**config.mk**
```make
export PLATFORM = sky130hd
export DESIGN_NAME = pipe_hazard_ctrl
export DESIGN_NICKNAME = d
export VERILOG_FILES = /design/src/rtl/pipe_ctrl_pkg.sv /design/src/rtl/pipe_hazard_ctrl_hazard_detect.sv /design/src/rtl/pipe_hazard_ctrl.sv
export SDC_FILE = /design/constraint.sdc
export NUM_CORES = 1
export LEC_CHECK = 0
export CORE_AREA = 2 2 118 131
export DETAILED_ROUTE_END_ITERATION = 6
export DIE_AREA = 0 0 120 133
export PLACE_DENSITY_LB_ADDON = 0.25
export SLEW_MARGIN = 20
export SYNTH_ARGS = -nofsm -noshare
export SYNTH_HDL_FRONTEND = slang
export SYNTH_SLANG_ARGS = --single-unit
```
**constraint.sdc**
```tcl
create_clock -name clk -period 2.5 [get_ports clk]
set_input_delay 0.625 -clock clk [delete_from_list [all_inputs] [get_ports clk]]
set_output_delay 0.625 -clock clk [all_outputs]
set_load 0.03 [all_outputs]
```
**src/rtl/pipe_ctrl_pkg.sv**
```systemverilog
// Shared types for the pipeline hazard controller.
package pipe_ctrl_pkg;

  localparam int unsigned DEF_ADDR_W = 64;
  localparam int unsigned DEF_CNT_W  = 64;
  localparam int unsigned DEF_REG_AW = 5;

  typedef logic [DEF_ADDR_W-1:0] addr_t;
  typedef logic [DEF_CNT_W-1:0]  word_t;
  typedef logic [DEF_REG_AW-1:0] reg_addr_t;

  typedef enum logic {
    RUN  = 1'b0,
    HOLD = 1'b1
  } ctrl_state_t;

  typedef struct packed {
    logic en;
    logic bubble;
  } stage_ctrl_t;

  // Winning hazard for the current cycle, highest priority first.
  typedef enum logic [2:0] {
    CAUSE_NONE       = 3'd0,
    CAUSE_MEM_STALL  = 3'd1,
    CAUSE_REDIRECT   = 3'd2,
    CAUSE_LOAD_USE   = 3'd3,
    CAUSE_FETCH_WAIT = 3'd4
  } hazard_cause_t;

endpackage

```
**src/rtl/pipe_hazard_ctrl_hazard_detect.sv**
```systemverilog
// Combinational hazard conditions: data-memory stall, load-use, usable redirect.
module hazard_detect #(
  parameter int unsigned REG_AW = 5
) (
  input  logic              id_valid,
  input  logic [REG_AW-1:0] id_rs1,
  input  logic [REG_AW-1:0] id_rs2,
  input  logic              ex_valid,
  input  logic              ex_is_load,
  input  logic [REG_AW-1:0] ex_rd,
  input  logic              mem_valid,
  input  logic              dmem_busy,
  input  logic              ex_redirect,
  output logic              mem_stall,
  output logic              load_use,
  output logic              redirect_ok
);

  assign mem_stall   = mem_valid & dmem_busy;
  assign load_use    = ex_valid & ex_is_load & (ex_rd != '0) & id_valid &
                       ((ex_rd == id_rs1) | (ex_rd == id_rs2));
  // A redirect under a memory stall is frozen in EX and re-presents later.
  assign redirect_ok = ex_redirect & ex_valid & ~mem_stall;

endmodule

```
**src/rtl/pipe_hazard_ctrl.sv**
```systemverilog
// Pipeline latch sequencer: stalls, bubbles, PC select and commit counter.
// Optional build macro PERF_CNT_EN adds hazard performance counters.
module pipe_hazard_ctrl
  import pipe_ctrl_pkg::*;
#(
  parameter int unsigned ADDR_W = DEF_ADDR_W,
  parameter int unsigned CNT_W  = DEF_CNT_W,
  parameter int unsigned REG_AW = DEF_REG_AW
) (
  input  logic              clk,
  input  logic              reset,
  input  logic              id_valid,
  input  logic [REG_AW-1:0] id_rs1,
  input  logic [REG_AW-1:0] id_rs2,
  input  logic              ex_valid,
  input  logic              ex_is_load,
  input  logic [REG_AW-1:0] ex_rd,
  input  logic              mem_valid,
  input  logic              dmem_busy,
  input  logic              imem_busy,
  input  logic              ex_redirect,
  input  logic [ADDR_W-1:0] ex_target,
  input  logic              wb_valid,
  output logic              pc_en,
  output logic              pc_redirect,
  output logic [ADDR_W-1:0] pc_target,
  output logic              fetch_discard,
  output logic              if_id_en,
  output logic              id_ex_en,
  output logic              ex_mem_en,
  output logic              mem_wb_en,
  output logic              if_id_bubble,
  output logic              id_ex_bubble,
  output logic              mem_wb_bubble,
`ifdef PERF_CNT_EN
  output logic [CNT_W-1:0]  inst_counter,
  output logic [CNT_W-1:0]  perf_load_use,
  output logic [CNT_W-1:0]  perf_mem_stall,
  output logic [CNT_W-1:0]  perf_flush
`else
  output logic [CNT_W-1:0]  inst_counter
`endif
);

  logic          mem_stall, load_use, redirect_ok;
  hazard_cause_t cause;
  ctrl_state_t   state_q, state_d;
  logic [ADDR_W-1:0] held_q, held_d;
  stage_ctrl_t   if_id_c, id_ex_c, mem_wb_c;
  logic          ex_mem_en_c;

  hazard_detect #(.REG_AW(REG_AW)) u_detect (
    .id_valid    (id_valid),
    .id_rs1      (id_rs1),
    .id_rs2      (id_rs2),
    .ex_valid    (ex_valid),
    .ex_is_load  (ex_is_load),
    .ex_rd       (ex_rd),
    .mem_valid   (mem_valid),
    .dmem_busy   (dmem_busy),
    .ex_redirect (ex_redirect),
    .mem_stall   (mem_stall),
    .load_use    (load_use),
    .redirect_ok (redirect_ok)
  );

  // Resolve which hazard wins this cycle.
  always_comb begin
    cause = CAUSE_NONE;
    if (mem_stall)        cause = CAUSE_MEM_STALL;
    else if (redirect_ok) cause = CAUSE_REDIRECT;
    else if (load_use)    cause = CAUSE_LOAD_USE;
    else if (imem_busy)   cause = CAUSE_FETCH_WAIT;
  end

  // Next-state and latch controls; HOLD overlays the held redirect on top.
  always_comb begin
    state_d       = state_q;
    held_d        = held_q;
    pc_en         = 1'b1;
    pc_redirect   = 1'b0;
    pc_target     = '0;
    fetch_discard = 1'b0;
    if_id_c       = '{en: 1'b1, bubble: 1'b0};
    id_ex_c       = '{en: 1'b1, bubble: 1'b0};
    mem_wb_c      = '{en: 1'b1, bubble: 1'b0};
    ex_mem_en_c   = 1'b1;

    case (cause)
      CAUSE_MEM_STALL: begin
        pc_en           = 1'b0;
        if_id_c.en      = 1'b0;
        id_ex_c.en      = 1'b0;
        ex_mem_en_c     = 1'b0;
        mem_wb_c.bubble = 1'b1;
      end
      CAUSE_REDIRECT: begin
        pc_redirect    = 1'b1;
        pc_target      = ex_target;
        if_id_c.bubble = 1'b1;
        id_ex_c.bubble = 1'b1;
      end
      CAUSE_LOAD_USE: begin
        pc_en          = 1'b0;
        if_id_c.en     = 1'b0;
        id_ex_c.bubble = 1'b1;
      end
      CAUSE_FETCH_WAIT: begin
        pc_en          = 1'b0;
        if_id_c.bubble = 1'b1;
      end
      default: ;
    endcase

    case (state_q)
      RUN: begin
        if (redirect_ok && imem_busy) begin
          state_d = HOLD;
          held_d  = ex_target;
        end
      end
      HOLD: begin
        // The outstanding fetch is wrong-path: keep steering to the target
        // and drop its response when it lands, even under a memory stall.
        pc_redirect    = 1'b1;
        if_id_c.bubble = 1'b1;
        pc_target      = redirect_ok ? ex_target : held_q;
        if (imem_busy) begin
          pc_en = 1'b0;
          if (redirect_ok) held_d = ex_target;
        end else begin
          pc_en         = 1'b1;
          fetch_discard = 1'b1;
          state_d       = RUN;
        end
      end
      default: state_d = RUN;
    endcase

    if (!reset) begin
      pc_en         = 1'b0;
      pc_redirect   = 1'b0;
      pc_target     = '0;
      fetch_discard = 1'b0;
      if_id_c       = '{en: 1'b0, bubble: 1'b1};
      id_ex_c       = '{en: 1'b0, bubble: 1'b1};
      mem_wb_c      = '{en: 1'b0, bubble: 1'b1};
      ex_mem_en_c   = 1'b0;
    end
  end

  assign if_id_en      = if_id_c.en;
  assign if_id_bubble  = if_id_c.bubble;
  assign id_ex_en      = id_ex_c.en;
  assign id_ex_bubble  = id_ex_c.bubble;
  assign ex_mem_en     = ex_mem_en_c;
  assign mem_wb_en     = mem_wb_c.en;
  assign mem_wb_bubble = mem_wb_c.bubble;

  // FSM state and held redirect target.
  always_ff @(posedge clk or negedge reset) begin
    if (!reset) begin
      state_q <= RUN;
      held_q  <= '0;
    end else begin
      state_q <= state_d;
      held_q  <= held_d;
    end
  end

  // Committed-instruction counter.
  always_ff @(posedge clk or negedge reset) begin
    if (!reset)        inst_counter <= '0;
    else if (wb_valid) inst_counter <= inst_counter + CNT_W'(1);
  end

`ifdef PERF_CNT_EN
  // Hazard counters, one count per cycle the hazard actually wins.
  always_ff @(posedge clk or negedge reset) begin
    if (!reset) begin
      perf_load_use  <= '0;
      perf_mem_stall <= '0;
      perf_flush     <= '0;
    end else begin
      if (cause == CAUSE_LOAD_USE)  perf_load_use  <= perf_load_use + CNT_W'(1);
      if (cause == CAUSE_MEM_STALL) perf_mem_stall <= perf_mem_stall + CNT_W'(1);
      if (cause == CAUSE_REDIRECT)  perf_flush     <= perf_flush + CNT_W'(1);
    end
  end
`endif

endmodule

```
* After elaboration in Yosys (flattened, before gate mapping)
Cells that the tools add are included.
** Word-level totals
- Word-level logic and storage cells :: 62
- Register bits :: 129
- Output and inout bits :: 138
- Input bits :: 89
** Operators by class
- Reductions and logical operators :: 7
- Muxes and demuxes :: 33
- Add/subtract/negate cells :: 1
- Equal/unequal tests :: 8
- Bitwise gates (word level) :: 10
** Operator list (count)
- $mux W64 :: 6
- $pmux W64 S2 :: 1
- $add A64 B1 Y64 const B :: 1
- $mux W1 :: 18
- $mux W3 :: 4
- $eq A5 B5 Y1 :: 2
- $and A1 B1 Y1 :: 7
- $eq A3 B2 Y1 const B :: 2
- $mux W2 :: 3
- $reduce_or A2 Y1 :: 3
- $reduce_bool A5 Y1 :: 1
- $ne A2 B2 Y1 const B :: 2
- $eq A3 B1 Y1 const B :: 1
- $eq A3 B3 Y1 const B :: 1
- $reduce_or A3 Y1 :: 1
- $not A1 Y1 :: 2
- $pmux W1 S2 :: 1
- $reduce_and A2 Y1 :: 1
- $logic_and A1 B1 Y1 :: 1
- $or A1 B1 Y1 :: 1

* Depth between registers and ports, before layout
- Depth after elaboration :: 12
- Gate-level depth with buffers :: 7
- Depth with buffers taken out :: 6

* By module
From an unflattened synthesis, not the netlist that was laid out.
** Unflattened totals
- Cell total of the unflattened synthesis :: 559
- Area total of the unflattened synthesis :: 6458.7 um^2
** By module, submodules not included
- pipe_hazard_ctrl :: area an instance 6316.1 um^2, times used 1, seq. area each 3228.1 um^2, cells an instance 539
- hazard_detect :: area an instance 142.6 um^2, times used 1, seq. area each 0.0 um^2, cells an instance 20

* Least setup slack after synthesis
No wires, ideal clock.
- Kind :: input to output
- From :: input ex_valid
- To :: output pc_target[10]
- Arrival :: 2042 ps
- Setup slack :: -167 ps
- Path buffers :: 2
- Cell stages on the path :: 6
- Cell sequence :: nand2_1 a21oi_1 clkbuf_1 buf_1 nand2_1 a21oi_1
** On the way
- Longest elaborated chain between the ends :: 11
** RTL lines
- from (decl) :: RTL line pipe_hazard_ctrl.sv:15 : input logic ex_valid,
- $and A1 B1 Y1 (4 in a row) :: RTL line pipe_hazard_ctrl_hazard_detect.sv:20 : assign load_use = ex_valid & ex_is_load & (ex_rd != '0) & id_valid &
- $mux W3 :: RTL line pipe_hazard_ctrl.sv:72 : else if (load_use) cause = CAUSE_LOAD_USE;
- $mux W3 :: RTL line pipe_hazard_ctrl.sv:71 : else if (redirect_ok) cause = CAUSE_REDIRECT;
- $mux W3 :: RTL line pipe_hazard_ctrl.sv:70 : if (mem_stall) cause = CAUSE_MEM_STALL;
- $eq A3 B2 Y1 :: RTL line pipe_hazard_ctrl.sv:89 : case (cause)
- $mux W64 :: RTL line pipe_hazard_ctrl.sv:89
- $mux W64 (*) :: RTL line pipe_hazard_ctrl.sv:115 : case (state_q)
- $mux W64 (*) :: RTL line pipe_hazard_ctrl.sv:140 : if (!reset) begin
- to (decl) :: RTL line pipe_hazard_ctrl.sv:26 : output logic [ADDR_W-1:0] pc_target,
Mark *: on every way between the ends. The rest lies on a longest branch, timed or not.

* Worst setup path in the final report
- From :: input mem_valid
- To :: output pc_target[37]
** On the way
- Longest elaborated chain between the ends :: 9
** RTL lines
- from (decl) :: RTL line pipe_hazard_ctrl.sv:18 : input logic mem_valid,
- $and A1 B1 Y1 (*) :: RTL line pipe_hazard_ctrl_hazard_detect.sv:19 : assign mem_stall = mem_valid & dmem_busy;
- $not A1 Y1 :: RTL line pipe_hazard_ctrl_hazard_detect.sv:23 : assign redirect_ok = ex_redirect & ex_valid & ~mem_stall;
- $and A1 B1 Y1 :: RTL line pipe_hazard_ctrl_hazard_detect.sv:23
- $mux W3 :: RTL line pipe_hazard_ctrl.sv:71
- $mux W3 :: RTL line pipe_hazard_ctrl.sv:70
- $eq A3 B2 Y1 :: RTL line pipe_hazard_ctrl.sv:89
- $mux W64 :: RTL line pipe_hazard_ctrl.sv:89
- $mux W64 (*) :: RTL line pipe_hazard_ctrl.sv:115
- $mux W64 (*) :: RTL line pipe_hazard_ctrl.sv:140
Marked as above.

==> impl_metrics.tcl <==
set metrics [dict create \
    skew_ns 0.00993 \
    synth_most_common_cell "nand2_1" \
    synth.largest_area_cell "dfrtp_1" \
    synthCells 664 \
    crit_path_max_fanout 8 \
    cts-buffers-inserted 17 \
    use_met2 0.419 \
    period_share 1.01 \
    portBuffers 226 \
    cts-root-buf "clkbuf_16" \
    clockBufferDepth 2 \
    synth-seq-cells 129 \
    routed_via_density 5.30 \
    leakage_nw 4.69 \
    crit_top_cell "buf_6" \
    cts_tree "done" \
    drt_wl_total_um 19600 \
    coreArea_um2 14800 \
    ir_worst_vdd_uv 391 \
    period_needed_ns 2.53 \
    outcome "complete, but fails checks" \
    max-cap-violations 0 \
    clock_sinks 129 \
    max_stage_delay_ns 0.16 \
    crit_chain "buf_6 > buf_6 > a21oi_4 > buf_12 > o21ai_4 > buf_12 > buf_8 > buf_8 > a21oi_4 > buf_6" \
    routed-via-count 6000 \
    cp-start-kind "input port" \
    violations "setup timing" \
    start_util 0.449 \
    top_usage_layer "met2" \
    syn_nets 754 \
    finalWorstSetupSlack_ns -0.0299 \
    async_flop_share 1.00 \
    clock_latency_ns 0.42 \
    ys_seq_area_frac 0.487 \
    synthTopCellsByCount "nand2_1 (161), dfrtp_1 (129), a21oi_1 (65), mux2_2 (65), xnor2_1 (37)" \
    synth_edf_count 0 \
    fillers 1038 \
    grt_pass1_wl_um 31300 \
    synth_ff_type "dfrtp_1" \
    path_delay_family "buffers and inverters" \
    cp.required_ns 1.88 \
    die-area_um2 16000 \
    hpwl_um 13300 \
    max_freq_mhz 395 \
    cts_max_level 4 \
    gp_congestion 0.875 \
    antennaDiodeCount 0 \
    syn_area_per_cell_um2 9.99 \
    synth_area_leaders "dfrtp_1 (49%), mux2_2 (11%), nand2_1 (9.1%)" \
    grt.overflow.total 0 \
    yosys_warnings 0 \
    hold_class "reg2reg" \
    grt_max_degree 77 \
    antenna_found_initial 0 \
    use_met1 0.301 \
    drt_pass1_iterations 4 \
    clk_pin_slew_ns 0.06 \
    finalSetupViolations 5 \
    finalPower_mw 6.85 \
    syn_to_final_growth_pct 60.8 \
    synth.cell_area_um2 6630 \
    timing_hold_violations_final 0 \
    pin_count 227 \
    critPathKind "in2out" \
    rows 47 \
    powerDensity_nw_per_um2 642 \
    die_height_um 133 \
    critPathBufInv 7 \
    synth_top_cell_area_share 0.487 \
    drt_iter0_drc 326 \
    grt_use_total 0.246 \
    tightest_slew_ns 0.980 \
    slew_headroom 0.346 \
    cp_slowest_cell "a21oi_4" \
    wl_per_cell_um 17.3 \
    route.antenna.remaining_nets 0 \
    grtUsageMet3 0.0664 \
    finalMaxSlewViolations 0 \
    die_w_um 120 \
    worstPathArrival_ns 1.90 \
    cp-end-kind "output pin" \
    rsz0062_at_grt "true" \
    grt_pass1_vias 6271 \
    synth_cell_type_count 40 \
    cts_hold_buf 0 \
    fin_nets 1015 \
    drc 0 \
    utilization 0.722 \
    drive_above_1_share 0.347 \
]
==> state kept, by name (all words and copies together) (netlist names) <==
| signal | cells |
|---|---|
| inst_counter | 64 |
| state_q | 1 |
| held_q | 64 |
==> per-layer routing <==
layer	vias up	part of all wire
met1	2935	0.41
met2	251	0.50
met5	-	0
li1	2784	-
met3	30	0.073
met4	0	0.020
==> repair_timing <==
| action | CTS | global route |
|---|---|---|
| resized for setup | 78 | 28 |
| setup endpoints to repair | 69 | 33 |
| cloned | 2 | 0 |
| pin swaps | 18 | 15 |
| buffers inserted | 7 | 1 |
==> stage by stage <==
stage | worst slack [ns] | instances | cell area (um2) | TNS [ns] | hold slack, ns
finish | -0.0299 | 1133 | 10700 | -0.0593 | 0.477
global route | -0.0723 | 1133 | 10700 | -0.600 | 0.480
floorplan | -0.0300 | 664 | 7100 | -0.532 | 0.329
detailed placement | -0.793 | 1093 | 9720 | -44.16 | 0.465
global placement | -0.755 | 1093 | 9720 | -38.71 | 0.457
CTS | -0.0105 | 1132 | 10600 | -0.0106 | 0.474
==> path summary, 6_finish.rpt <==
| kind | start | endpoint | slack [ns] | depth (start not counted) |
|---|---|---|---|---|
| worst max-delay path | mem_valid | pc_target[37] | -0.03 | 10 |
| worst min-delay path | inst_counter[63]$_DFFE_PN0P_ | inst_counter[63]$_DFFE_PN0P_ | 0.48 | 1 |
| worst max register to register | inst_counter[17]$_DFFE_PN0P_ | inst_counter[44]$_DFFE_PN0P_ | 0.52 | 5 |
| worst min register to register | inst_counter[63]$_DFFE_PN0P_ | inst_counter[63]$_DFFE_PN0P_ | 0.48 | 1 |
| max in group asynchronous | reset | held_q[33]$_DFFE_PN0P_ | 1.37 | 2 |
| min in group asynchronous | reset | held_q[9]$_DFFE_PN0P_ | 0.49 | 2 |
==> where the power goes <==
group | internal, mW | switching (mW)
combinational | 0.728 | 0.834
sequential | 2.37 | 0.189
clock | 1.79 | 0.937
total | 4.89 | 1.96
==> area by class of cell <==
type                            count  area (um2)  share of cell area
Timing Repair Buffer              273        2720               0.255
Multi-Input combinational cell    493        3780               0.355
Sequential cell                   129        3230               0.303
Tap cell                          196         245              0.0230
Clock inverter                     13         210              0.0197
Inverter                           11        41.3             0.00387
Clock buffer                       18         439              0.0412
==> layout by cell type (no fill, tap or decap), drive strengths merged, types with 2 or more instances in the layout <==
master	instances
nor4	14
clkdlybuf4s15	4
or2	2
o21a	2
o21ai	2
bufinv	5
nand4	21
clkinv	5
clkdlybuf4s50	130
xor2	36
nor2	23
nor3	22
dfrtp	129
and3	5
a21oi	65
xnor2	37
clkbuf	22
nand3	26
nand2	162
dlygate4sd2	7
buf	127
inv	12
mux2	65
clkinvlp	2
and4	2
==> cell families after synthesis <==
| logic type | count (synthesis) | share of synthesized area |
|---|---|---|
| AOI/OAI and AO/OA | 74 | 0.0591 |
| DFF | 129 | 0.487 |
| buffers and inverters | 42 | 0.0255 |
| adders and majority gates | 1 | 0.00189 |
| muxes | 65 | 0.110 |
| and+or+nand+nor | 280 | 0.220 |
| xor gates and xnor gates | 73 | 0.0964 |
No activity file was read; power rests on OpenSTA's default activity.
